`config.mk`:
```
export PLATFORM = sky130hd
export DESIGN_NAME = wb_reg_file
export DESIGN_NICKNAME = d
export VERILOG_FILES = /design/src/rtl/wb_reg_file.sv
export SDC_FILE = /design/constraint.sdc
export NUM_CORES = 2
export LEC_CHECK = 0
export ABC_AREA = 1
export ABC_CLOCK_PERIOD_IN_PS = 149100
export CORE_MARGIN = 3
export CORE_UTILIZATION = 45
export CTS_CLUSTER_DIAMETER = 30
export CTS_CLUSTER_SIZE = 28
export DETAILED_ROUTE_END_ITERATION = 16
export PLACE_DENSITY_LB_ADDON = 0.2
export SETUP_SLACK_MARGIN = 0.02
export SYNTH_ARGS = -nofsm -noshare
export SYNTH_HDL_FRONTEND = slang
export SYNTH_SLANG_ARGS = --single-unit
```
`constraint.sdc`:
```
create_clock -name clk -period 149.1 [get_ports clk]
set_clock_uncertainty 0.05 [all_clocks]
set_input_delay 37.275 -clock clk [delete_from_list [all_inputs] [get_ports clk]]
set_output_delay 37.275 -clock clk [all_outputs]
set_load 0.005 [all_outputs]
```
`src/rtl/wb_reg_file.sv`:
```
// General-purpose register file: one writeback port, two combinational read ports, reg 0 hardwired to zero.
// Optional same-cycle write-through to the read ports: define WB_REG_FILE_BYPASS_EN.
module wb_reg_file #(
    parameter int DATA_W = 32,
    parameter int ADDR_W = 5
) (
    input  logic              clk,
    input  logic              rst,
    input  logic              RegWrite,
    input  logic [ADDR_W-1:0] WriteReg,
    input  logic [DATA_W-1:0] WriteData,
    input  logic [ADDR_W-1:0] ReadReg1,
    input  logic [ADDR_W-1:0] ReadReg2,
    output logic [DATA_W-1:0] ReadData1,
    output logic [DATA_W-1:0] ReadData2
);
    localparam int DEPTH = 1 << ADDR_W;

    logic [DATA_W-1:0] regs [DEPTH];
    logic              wr_en;

    // Writes to reg 0 are dropped here so the bypass path never sees them either.
    assign wr_en = RegWrite && (WriteReg != '0);

    always_ff @(posedge clk or posedge rst) begin
        if (rst) begin
            for (int i = 0; i < DEPTH; i++) regs[i] <= '0;
        end else if (wr_en) begin
            regs[WriteReg] <= WriteData;
        end
    end

    // Reads are forced to zero while rst is high so a pending write cannot leak through the bypass.
    always_comb begin
        ReadData1 = '0;
        if (!rst && ReadReg1 != '0) begin
            ReadData1 = regs[ReadReg1];
`ifdef WB_REG_FILE_BYPASS_EN
            if (wr_en && ReadReg1 == WriteReg) ReadData1 = WriteData;
`endif
        end
    end

    always_comb begin
        ReadData2 = '0;
        if (!rst && ReadReg2 != '0) begin
            ReadData2 = regs[ReadReg2];
`ifdef WB_REG_FILE_BYPASS_EN
            if (wr_en && ReadReg2 == WriteReg) ReadData2 = WriteData;
`endif
        end
    end

endmodule

```
==> results.md <==
- Number of buffers added by the clock tree synthesis step: 284
- First-pass GRT wire length: 348 mm
- Largest area contributor in the synthesized netlist: sky130_fd_sc_hd__dfrtp_1
- Final Hold Fails: 0
- Fraction of synthesis flops using an asynchronous set or reset pin: 1.00
- Most repeated library cell on the critical path: sky130_fd_sc_hd__nand3_1
- Fin Hold WS: 0.324 ns
- Area delta synth->final: 19.0%
- Worst path setup slack after routing: 69.74 ns
- Run status: completed
- Unrepaired setup endpoints after global routing: false
- Kind of capture point of the worst setup path: output pin
- Chip height: 358 um
- I/O pin cnt: 114
- Global-route met1 utilization: 0.476
- Largest register by flop count: regs
- Die outline area: 128000 um2
- Kind of critical path: input pin to output pin
- Worst-case register-to-register setup slack: 148.25 ns
- Achievable clock frequency: 0.0126 GHz
- Cell area after technology mapping: 55900 um2
- Critical path cell sequence: buf_8 -> inv_8 -> buf_4 -> buf_4 -> buf_4 -> nand2_1 -> nand3_1 -> nand3_1 -> nand3_1 -> nand3_1 -> a21oi_1 -> clkdlybuf4s50_1
- Starting density of the core: 0.456
- Measured slew at the worst slew-check pin: 1.42 ns
- Worst flop-to-flop path endpoint: regs[907]$_DFFE_PP0P_
- Pwr Density: 17.0 nW/um2
- Ratio of cells with drive above 1 in the final layout: 0.0754
- Critical register-to-register path startpoint: regs[907]$_DFFE_PP0P_
- Width of the die: 358 um
- Source-to-sink clock delay at the later pin of the worst-skew pair: 0.87 ns
- TritonCTS sink count: 1024
- Root buffer cell: sky130_fd_sc_hd__clkbuf_16
- Max VDD drop: 0.0000121 V
- Overall track demand over capacity in global routing: 0.360
- Number of synthesized register bits: 1024
- Layer with the highest usage: met2
- Remaining number of nets flagged by the antenna check after routing: 0
- Via count: 58300
- Buffer levels on the longest clock path: 4
- Post-place instance area: 57000 um2
- Number of max-slew violations in the final report: 0
- Post-CTS Hold Buffers: 0
- Crit path largest cell delay: 0.79 ns
- Syn_nets: 8207
- Commonest register cell after synthesis: sky130_fd_sc_hd__dfrtp_1
- Final weighted congestion in routability-driven placement: 0.898
- CTS tree: yes
- CTS H-tree depth: 5
- Final total power: 1.13 mW
- Count of distinct cell types in the synthesized netlist: 21
- Total core area: 123000 um2
- HP Start: regs[1005]$_DFFE_PP0P_
- Met3 demand-to-capacity share in global routing: 0.120
- Final routed DRC violation total: 0
- Setup slack at placement: 69.96 ns
- Final setup vio count: 0
- Min Clock Period, post-route: 79.36 ns
- Mean post-synth cell area: 6.85 um2
- Setup Fix Bufs, Post-CTS: 0
- Max FFs per register: 1024
- WP data arrival: 42.03 ns
- Initial drt markers: 8859
- Cells on Worst Hold Path: 0
- Maxcap violations: 0
- CP Launch Type: input pin
- Number of enable flip-flop cells after synthesis: 0
- Fraction of post-synthesis cell area in the top cell type by area: 0.459
- Site Rows: 128
- Critical-path cell with the highest stage delay: sky130_fd_sc_hd__buf_4
- Total of warnings raised by yosys: 0
- GRT overflow: 0
- Reg2Reg Depth: 2
- Largest fanout on the critical path: 97
- Detailed Routing Iterations Pass 1: 10
- Critical path data required time: 111.78 ns
- Placed Instances: 9258
- Pin count of the biggest net entering global routing: 170
- Pleak: 31.4 nW
- Post-CTS clock slew at the launch and capture registers of the worst setup and hold paths: 0.04 ns
- Share of the cycle needed by the critical path after routing: 0.532
- Cells taking the most area after synthesis: sky130_fd_sc_hd__dfrtp_1 46%, sky130_fd_sc_hd__nand2_1 24%, sky130_fd_sc_hd__nand3_1 9.8%, sky130_fd_sc_hd__o21ai_0 7.6%, sky130_fd_sc_hd__a21oi_1 4.0%
- Top Registers: regs (1024)
- HPWL Detailed: 123 mm
- Final std cells w/o fill: 9748
- Mean routed wirelength per cell: 24.0 um
- Worst hold path class: flip-flop to flip-flop
- Top cells by count, synth: 3609 x sky130_fd_sc_hd__nand2_1, 1089 x sky130_fd_sc_hd__nand3_1, 1024 x sky130_fd_sc_hd__dfrtp_1, 845 x sky130_fd_sc_hd__o21ai_0, 542 x sky130_fd_sc_hd__clkbuf_1
- Number of global-route vias before repair: 54600
- Gate count of the mapped netlist: 8157
- Met2 demand-to-capacity share in global routing: 0.526
- Sequential share of the synthesized area: 0.459
- Drt total wl: 234 mm
- Post-cts sizing count: 0
- Final standard cell utilization of the core: 0.542
- Layout net count: 7969
- Sum of negative setup slack: 0 ns
- Cell with the most instances after synthesis: sky130_fd_sc_hd__nand2_1
- Port Buffers: 113
- Worst Hold Endpoint: regs[1005]$_DFFE_PP0P_
- Number of antenna violations at the first check in global routing: 18
- Max-slew headroom: 0.0547
- Post-route cell area: 66400 um2
- Number of vias per cell after detailed routing: 5.98
==> final cells by class <==
class                   instances  area, um2
clock buffers                 358       7830
multi-input cells            6315      27100
flip-flops and latches       1024      25600
fillers                     11600      56100
diodes                          8       20.0
clock inverters               124       1550
inverters                      92        383
repair buffers                202       1870
well taps                    1625       2030
==> per-layer routing <==
metal  share of wire  wire [um]
met1            0.39      90800
met2            0.42      99100
met3            0.14      31900
met4           0.050      11600
met5         0.00045        106
==> kinds of logic (layout without fill, tap and decap cells) <==
| logic type | count (synthesis) | after routing | synth area share |
|---|---|---|---|
| AO/OA/AOI/OAI | 1384 | 1384 | 0.124 |
| other | 0 | 8 | 0 |
| AND/OR/NAND/NOR | 4931 | 4931 | 0.359 |
| flip-flops | 1024 | 1024 | 0.459 |
| buffers and inverters | 818 | 776 | 0.0579 |
==> cells in the final DEF (no fill, tap or decap), drive strengths merged, types with 32 or more instances in the layout <==
cell and count:
nor2 198, buf 99, nand2 3631, clkbuf 358, dfrtp 1024, inv 97
nand3 1089, bufinv 32, a21oi 448, clkdlybuf4s50 103, clkinv 59, o21ai 936
==> where the power goes <==
part | total, mW | switching (mW) | internal (mW) | leakage, nW
logic | 0.157 | 0.102 | 0.0555 | 13.7
registers | 0.374 | 0.0426 | 0.331 | 13.2
clock network | 0.600 | 0.179 | 0.421 | 4.56
==> critical path, delay by kind of cell <==
family / cells / cell delay (ns)
simple gates: 5 / 0.59
buf+inv: 6 / 3.58
compound gates: 1 / 0.45
==> worst max-delay path by stage <==
stage / from / to / slack, ns / depth (start not counted)
2_1_floorplan: rst / ReadData1[0] / 50.17 / 4
3_3_place_gp: ReadReg1[0] / ReadData1[23] / 70.01 / 14
3_5_place_dp: ReadReg1[0] / ReadData1[22] / 69.96 / 12
4_1_cts: ReadReg1[0] / ReadData1[22] / 69.93 / 12
5_1_grt: ReadReg1[0] / ReadData1[23] / 69.52 / 14
6_report: ReadReg1[0] / ReadData1[22] / 69.74 / 12
No activity file was read; power rests on OpenSTA's default activity.
